--- src/rtl/cic_pkg.sv ---
// rtl/cic_pkg.sv - shared width helpers and limits for the CIC integrator/comb stages
package cic_pkg;

    localparam int CIC_MAX_DECIM_RATE = 65535;
    localparam int CIC_MAX_DIFF_DELAY = 8;

    function automatic int max_w(input int a, input int b);
        return (a > b) ? a : b;
    endfunction

    // A rate of 1 still needs a 1-bit counter so the phase register exists.
    function automatic int cnt_w(input int r);
        return (r <= 2) ? 1 : $clog2(r);
    endfunction

endpackage

--- src/rtl/decim_comb_comb.sv ---
// rtl/decim_comb_comb.sv - comb section: delay line of DIFF_DELAY kept samples and modulo subtractor
module comb #(
    parameter int SUMMER_WIDTH = 9,
    parameter int DIFF_DELAY   = 1
) (
    input  logic                    clk,
    input  logic                    reset_n,
    input  logic                    en,
    input  logic [SUMMER_WIDTH-1:0] x,
    output logic [SUMMER_WIDTH-1:0] y
);

    logic [SUMMER_WIDTH-1:0] dly_q [DIFF_DELAY];

    // Plain modulo subtraction: CIC gain relies on the wrap, never saturate.
    assign y = x - dly_q[DIFF_DELAY-1];

    always_ff @(posedge clk or negedge reset_n) begin
        if (!reset_n) begin
            for (int i = 0; i < DIFF_DELAY; i++) begin
                dly_q[i] <= '0;
            end
        end else if (en) begin
            dly_q[0] <= x;
            for (int i = 1; i < DIFF_DELAY; i++) begin
                dly_q[i] <= dly_q[i-1];
            end
        end
    end

endmodule

--- src/rtl/decim_comb.sv ---
// rtl/decim_comb.sv - keeps one strobe in DECIM_RATE and applies one comb section to the kept samples
module decim_comb
    import cic_pkg::*;
#(
    parameter int DATA_WIDTH_INP = 8,
    parameter int DATA_WIDTH_OUT = 9,
    parameter int DECIM_RATE     = 4,
    parameter int DIFF_DELAY     = 1
) (
    input  logic                      clk,
    input  logic                      reset_n,
    input  logic [DATA_WIDTH_INP-1:0] inp_samp_data,
    input  logic                      inp_samp_str,
    output logic [DATA_WIDTH_OUT-1:0] out_samp_data,
    output logic                      out_samp_str
);

    localparam int SUMMER_WIDTH = max_w(DATA_WIDTH_INP, DATA_WIDTH_OUT);
    localparam int CW           = cnt_w(DECIM_RATE);
    localparam logic [CW-1:0] LAST_PHASE = CW'(DECIM_RATE - 1);

    logic [CW-1:0]             phase_q, phase_d;
    logic                      keep;
    logic [SUMMER_WIDTH-1:0]   x_ext, diff;
    logic [DATA_WIDTH_OUT-1:0] data_q, data_d;
    logic                      str_q;

    assign x_ext = SUMMER_WIDTH'($signed(inp_samp_data));
    assign keep  = inp_samp_str && (phase_q == LAST_PHASE);

    always_comb begin
        phase_d = phase_q;
        if (inp_samp_str) begin
            phase_d = keep ? '0 : phase_q + CW'(1);
        end
    end

    comb #(
        .SUMMER_WIDTH (SUMMER_WIDTH),
        .DIFF_DELAY   (DIFF_DELAY)
    ) u_comb (
        .clk     (clk),
        .reset_n (reset_n),
        .en      (keep),
        .x       (x_ext),
        .y       (diff)
    );

    // MSB-aligned truncation keeps the CIC gain scaling in the top bits.
    assign data_d = keep ? diff[SUMMER_WIDTH-1 -: DATA_WIDTH_OUT] : data_q;

    always_ff @(posedge clk or negedge reset_n) begin
        if (!reset_n) begin
            phase_q <= '0;
            data_q  <= '0;
            str_q   <= 1'b0;
        end else begin
            phase_q <= phase_d;
            data_q  <= data_d;
            str_q   <= keep;
        end
    end

    assign out_samp_data = data_q;
    assign out_samp_str  = str_q;

endmodule

--- config.mk ---
export PLATFORM = sky130hd
export DESIGN_NAME = decim_comb
export DESIGN_NICKNAME = d
export VERILOG_FILES = /design/src/rtl/cic_pkg.sv /design/src/rtl/decim_comb_comb.sv /design/src/rtl/decim_comb.sv
export SDC_FILE = /design/constraint.sdc
export NUM_CORES = 1
export LEC_CHECK = 0
export BUFFER_PORTS_ARGS = -buffer_cell sky130_fd_sc_hd__buf_2
export CORE_ASPECT_RATIO = 0.9
export CORE_MARGIN = 5
export CORE_UTILIZATION = 30
export DETAILED_ROUTE_END_ITERATION = 10
export GPL_ROUTABILITY_DRIVEN = 0
export GPL_TIMING_DRIVEN = 0
export MAX_ROUTING_LAYER = met4
export PLACE_DENSITY = 0.5
export SLEW_MARGIN = 40
export SYNTH_ARGS = -nofsm -noshare
export SYNTH_HDL_FRONTEND = slang
export SYNTH_SLANG_ARGS = --single-unit
--- constraint.sdc ---
create_clock -name clk -period 3.3 [get_ports clk]
set_input_delay 0.33 -clock clk [delete_from_list [all_inputs] [get_ports clk]]
set_output_delay 0.33 -clock clk [all_outputs]
set_load 0.1 [all_outputs]
; ---- Yosys cells after proc, flatten, opt, wreduce, memory -nomap -nowiden
; Cells that the tools add are included.
[totals]
in_bits = 11
wordCells = 9
ff_bits = 20
out_inout_bits = 10
[classes]
eq_ne = 1
addsub = 2
reduce_logical = 1
muxes = 1
[op_table]
columns = operator, count
row1 = 8-bit by 8-bit subtractor with 9-bit output, 1
row2 = "2-bit by 1-bit adder with 2-bit output, second input constant", 1
row3 = "2-bit == test, second input constant", 1
row4 = 2-bit two-way mux, 1
row5 = 1-bit logical AND, 1

; ---- Depth between registers and ports, before layout
; Gate-level depths: netlist of the first run.
[logic_depth]
ltp_word = 3
mapped_depth = 7
depth_no_buf = 7

; ---- Hierarchy
; From an unflattened synthesis of the first run, not the netlist that was laid out.
[unflattened]
cells_unflattened = 113
area_unflattened_um2 = 1169.9
[by_module_without_submodules]
columns = module, area_each_um2, seq_area_each_um2, instances, cells_per_inst
row1 = comb, 714.4, 225.2, 1, 86
row2 = decim_comb, 455.4, 300.3, 1, 27

; ---- Worst setup path after synthesis of the first run
; No wires, ideal clock.
[synth_timing]
path_kind = input-to-reg
from = in inp_samp_data[0]
to = reg data_q[6], in the netlist out_samp_data[6]
path_buffers = 0
path_slack_ns = 1.602
cell_stages = 7
setup_time_ns = 0.072
arrival_ns = 1.626
t_required_ns = 3.228
path_cell_list = inv_1 > ha_1 > fa_1 > nor2b_4 > o31a_1 > or4_1 > nand3_1
[synth_via]
elab_chain_cells = 1
[synth_lines]
columns = element, line
row1 = start: declaration, decim_comb.sv:12  ; input logic [DATA_WIDTH_INP-1:0] inp_samp_data,
row2 = 8-bit by 8-bit subtractor with 9-bit output, decim_comb_comb.sv:16  ; assign y = x - dly_q[DIFF_DELAY-1];
row3 = end signal: assignment, decim_comb.sv:59  ; data_q <= data_d;
row4 = end: declaration, decim_comb.sv:25  ; logic [DATA_WIDTH_OUT-1:0] data_q, data_d;
; No other way between the ends.
; A chain may end at the register's enable or synchronous reset.

; ---- Worst setup path in the final report of the first run
[layout_timing]
from = reg u_comb.dly_q[1] (netlist bit)
to = reg data_q[5], in the netlist out_samp_data[5]
[layout_via]
elab_chain_cells = 1
[layout_lines]
columns = element, line
row1 = start: declaration, decim_comb_comb.sv:13  ; logic [SUMMER_WIDTH-1:0] dly_q [DIFF_DELAY];
row2 = start signal: indexed assignment, decim_comb_comb.sv:26  ; dly_q[i] <= dly_q[i-1];
row3 = 8-bit by 8-bit subtractor with 9-bit output, decim_comb_comb.sv:16
; No other way between the ends.

==> metrics.txt, run 1 <==
antenna violations before repair 0; CP Max Fanout 5; TritonCTS buffer count 3; post-synthesis sequential area ratio 43.2%; area leader, netlist dfrtp_1; Inserted Diodes 0; Final Hold Fails 4; largest net degree at the start of global routing 21; I/O pin count 21; filler cell count between 300 and 400; vias in the first global route 905; Layout Area Growth over Synthesis 19.8%; status finished, violations left; top cells by count, synth dfrtp_1 (20), o21ai_0 (15), nand2_1 (12), inv_1 (10), ha_1 (9); crit path buf inv count 1; RSZ-0062 raised after global routing no; Initial Util between 30 and 40%; failing checks negative hold slack; top cell type's share of synthesized area around 43%; crit path kind reg2reg; Post-CTS Setup Inserts 0; worst skew pair latency roughly 0.27 ns; DRT iter0 DRCs 33; top post-synthesis cells by area dfrtp_1 (43%), ha_1 (9.7%), o21ai_0 (6.5%), nor3b_1 (4.5%), nand2_1 (3.9%); #FFs+latches synth 20; critical path startpoint category register; dpl hpwl between 1500 and 2000 um; routed vias slightly above 900; Syn Area/Cell 9.81 um^2; Layout Skew about 0.0033 ns; worst hold path type in2async; adder-cell share of the synthesized area around 11%; Hold WS -0.00228 ns; H-tree depth 1; EDFF count, synth 0; CP max stage delay 0.48 ns; CTS root buf clkbuf_8; Post-DRT Antenna Nets 0; num rows 21; largest family of logic cells by synthesized area simple AND/OR/NAND/NOR gates; synth unique cells 37; DIE AREA ~5200 um^2; final setup TNS 0 ns; clk sink count 20; fin nets 164; Clock transition at path regs around 0.08 ns; min cycle time layout between 1.5 and 2 ns; Pins Over Slew Limit 0; Post-Synthesis Cells between 100 and 150; DR pass1 iterations 4; Post-Syn Nets roughly 140; max cap viols 0; clk buf depth 2; post-synthesis xor/xnor area fraction less than 1%; cts-stage hold buffer count 0; # port buffers 20; Core Region between 3000 and 4000 um^2; drt drc 0; DP Worst Slack 1.35 ns; mux share of post-synthesis cell area under 10%; DIE HEIGHT between 60 and 70 um; post-synthesis compound-gate area fraction roughly 17%; worst setup margin between 1.5 and 2 ns; Simple-Gate Fraction of Synth Area 20.3%; placed instance count about 180; Worst-Margin Slew approximately 0.5 ns; vias per std cell around 5; Die Width around 75 um; first-pass GRT wire length roughly 4200 um; max_slew headroom about two thirds; Tot GR Track Use between 10% and 20%; asr flop ratio synth 100%; wire per inst 13.3 um; CTS tree done; fmax roughly 560 MHz; non-filler cells, final around 190; ys flop type dfrtp_1; DRT Wirelength 2500 um; post-cts resize count 0; highest-delay cell along the critical path or4_1; fin crit share between 50% and 60%; Warnings, synthesis 0; layout cells sized above 1 a little over a fifth; delay-heaviest family, CP simple AND/OR/NAND/NOR gates; Worst EP arrival about 2.0 ns; final setup violation count 0; most frequent cell after synthesis dfrtp_1; Crit. End Element register; CP Cell Sequence inv_1 > ha_1 > nor2b_1 > o31a_1 > or4_1 > nand3_1; required time of the critical path roughly 3.5 ns; area of the mapped netlist between 1000 and 1500 um^2; grt total ovfl 0
sequential cells by signal, indices dropped and copies added (netlist names):
signal         count
u_comb.dly_q       8
out_samp_str       1
out_samp_data      9
phase_q            2
cell type report:
class                      count  area (um^2)  area share [%]
sequential                    20          500            36.1
clock inverter                 1         30.0            2.17
tap                           46         57.6            4.15
multi-input combinational     84          592            42.7
timing repair buffer          20          100            7.22
inverter                      10         37.5            2.71
buffer                         4         27.5            1.99
clock buffer                   3         41.3            2.98
final timing paths:
path | from | to | slack (ns) | cells past startpoint
worst max-delay path | u_comb.dly_q[1] | out_samp_data[5] | 1.51 | 6
worst min-delay path | reset_n | out_samp_data[4] | -0.002 | 1
worst max register to register | u_comb.dly_q[1] | out_samp_data[5] | 1.51 | 6
worst min register to register | out_samp_data[4] | out_samp_data[4] | 0.48 | 1
max in group asynchronous | reset_n | u_comb.dly_q[6] | 2.99 | 1
min in group clk | inp_samp_data[6] | u_comb.dly_q[6] | 0.29 | 3
cells in the final DEF, fill, tap and decap left out, drive strengths merged:
cell and count:
inv 10, xor2 1, nor4 1, nor3b 7, nand3 3, nor3 3
o31a 2, a21o 1, a21oi 2, a211oi 3, mux2i 1, bufinv 1
nor4b 1, o41ai 1, o21a 3, o21ai 16, fa 1, or2b 1
nor2 2, nor2b 2, dfrtp 20, or4 2, buf 22, a221oi 1
nand4bb 1, nand2b 3, clkbuf 5, mux2 1, nand2 13, o31ai 2
or2 1, ha 9
metal layers:
metal	part of all wire, %	routed length (um)	global-route usage [%]	vias up
li1	-	-	-	467
met1	48	1210	14.1	422
met2	46	1160	18.0	19
met3	3.0	74	1.88	5
met4	2.4	59	5.90	0
met5	0	0	-	-
kinds of logic after synthesis:
group                    Yosys count
buffers and inverters             14
flip-flops                        20
XOR/XNOR                           1
AO/OA/AOI/OAI                     31
adder cells (fa/ha/maj)           10
multiplexers                       2
AND/OR/NAND/NOR                   40
metrics by stage:
stage | hold WS (ns) | instance area [um^2] | util (%)
after floorplan | 0.0344 | 1160 | -
after global placement | 0.316 | 1320 | 35.2
after detailed placement | 0.314 | 1320 | 35.2
after CTS | 0.0198 | 1390 | 37.2
after global routing | 0.0361 | 1390 | 37.2
final | -0.00228 | 1390 | 37.2
Power of run 1 is not shown: default switching activity piles up to over one toggle a cycle in this logic, so the estimate is an artifact.
==> run 2: changes to the inputs <==
clock period = 1.8 ns   (was 3.3 ns; I/O delays follow)
==> run 2 against run 1 <==
  * The run now ends clean
  * Non-clock buffer count increased by 5
  * Clock skew about the same
  * Maximum frequency increased by 5.3%
  * Cell count increased by 2.7%
  * Highest routed layer unchanged
  * Routed wire length increased by 2.5%
  * Global-route usage increased by 0.062 points
  * Critical endpoint unchanged
==> metrics.txt, run 2 (synthesis results as in run 1) <==
DRT iter0 DRCs 24; min cycle time layout ~1.7 ns; worst hold path type in2reg; Pins Over Slew Limit 0; TritonCTS buffer count 3; antenna violations before repair 0; vias per std cell 4.87; DIE HEIGHT 68.9 um; grt total ovfl 0; first-pass GRT wire length between 4000 and 5000 um; critical path startpoint category register; clk buf depth 2; CTS tree done; R2R Path End out_samp_data[5]; dpl hpwl about 1800 um; worst setup margin around 0.1 ns; Worst EP arrival approximately 1.9 ns; Initial Util between 30 and 40%; Post-DRT Antenna Nets 0; Core Region 3730 um^2; FF-to-FF setup slack around 0.10 ns; Layout Skew 0.00330 ns; worst skew pair latency between 0.2 and 0.3 ns; filler cell count about 390; vias in the first global route 910; wire per inst approximately 13 um; fmax 588 MHz; # port buffers 20; delay-heaviest family, CP simple AND/OR/NAND/NOR gates; CP Cell Sequence inv_2 > ha_4 > nor2b_4 > o31a_1 > or4_1 > nand3_1; num rows 21; commonest non-fill, non-tap cell in the layout buf_2; final setup violation count 0; status complete, no violations; H-tree depth 1; Inserted Diodes 0; Layout Area Growth over Synthesis 27.8%; commonest cells after routing, fill and taps aside buf_2 (21), dfrtp_1 (20), o21ai_0 (15); highest-delay cell along the critical path dfrtp_1; DR pass1 iterations 4; Crit. End Element register; fin nets approximately 170; largest net degree at the start of global routing 21; worst hold path depth 3; Clock transition at path regs about 0.080 ns; placed instance count between 150 and 200; layout cells sized above 1 ~29%; CTS root buf clkbuf_8; Final Util approximately two fifths; final setup TNS 0 ns; clk sink count 20; DIE AREA 5200 um^2; Largest register FFs 9; routed vias 940; DRT Wirelength roughly 2600 um; DP Worst Slack 0.00432 ns; fin crit share ~94%; Tot GR Track Use roughly 11%; worst r2r path cells 6; crit path kind reg2reg; Final Hold Fails 0; Worst Min Path Start inp_samp_data[6]; RSZ-0062 raised after global routing no; max cap viols 0; Worst-Margin Slew between 0.4 and 0.5 ns; max_slew headroom roughly 68%; CP max stage delay a little over 0.4 ns; hold endpoint u_comb.dly_q[6]; CP Max Fanout 5; drt drc 0; worst r2r src u_comb.dly_q[1]; Die Width between 70 and 80 um; I/O pin count 21; crit path buf inv count 1; required time of the critical path ~2.0 ns; non-filler cells, final around 190
-- run 2: cell count changes in the layout (fill, tap and decap cells not counted), sizes merged --
cell         before  now
buf              22   26
dlygate4sd3       0    1
-- run 2: through the flow --
stage                     cell area [um^2]  hold WS, ns
after global routing                  1480        0.141
after global placement                1320        0.166
after detailed placement              1320        0.164
after floorplan                       1160       -0.116
after CTS                             1410        0.138
final                                 1480        0.135
-- run 2: final cells by class --
cell class | count | area (um^2) | area share (%)
Inverter | 10 | 37.5 | 2.54
Timing Repair Buffer | 25 | 140 | 9.48
Tap cell | 46 | 57.6 | 3.89
Sequential cell | 20 | 500 | 33.8
Clock buffer | 3 | 41.3 | 2.79
Buffer | 4 | 27.5 | 1.86
Clock inverter | 1 | 30.0 | 2.03
Multi-Input combinational cell | 84 | 644 | 43.6
-- run 2: per-layer routing --
layer  wire length (um)  part of all wire [%]  vias to the layer above  global-route usage [%]
li1                   -                     -                      476                       -
met1               1220                    47                      438                    14.1
met2               1200                    47                       21                    18.2
met3                 88                   3.4                        5                    1.88
met4                 59                   2.3                        0                    5.90
met5                  0                     0                        -                       -
-- run 2: repair_timing --
action | in CTS | in global routing
pin swaps | 0 | 6
hold buffers | 1 | 0
setup endpoints to repair | 2 | 2
hold endpoints to repair | 20 | 0
setup buffers | 1 | 3
gates resized for setup | 1 | 8
-- run 2: worst max-delay path by stage --
stage | startpoint | endpoint | slack, ns | depth (start not counted)
2_1_floorplan | u_comb.dly_q[1] | out_samp_data[5] | 0.14 | 6
3_3_place_gp | inp_samp_data[0] | out_samp_data[6] | 0.04 | 8
3_5_place_dp | inp_samp_data[0] | out_samp_data[6] | 0.004 | 8
4_1_cts | u_comb.dly_q[0] | out_samp_data[6] | 0.01 | 6
5_1_grt | u_comb.dly_q[1] | out_samp_data[5] | 0.02 | 6
6_report | u_comb.dly_q[1] | out_samp_data[5] | 0.10 | 6
-- run 2: worst register-to-register path, cell delays in order (launching register included) --
cell	delay, ns
dfrtp_1	0.41
inv_2	0.08
ha_4	0.19
nor2b_4	0.12
o31a_1	0.35
or4_1	0.41
nand3_1	0.08
Power of run 2 is left out for the same reason.
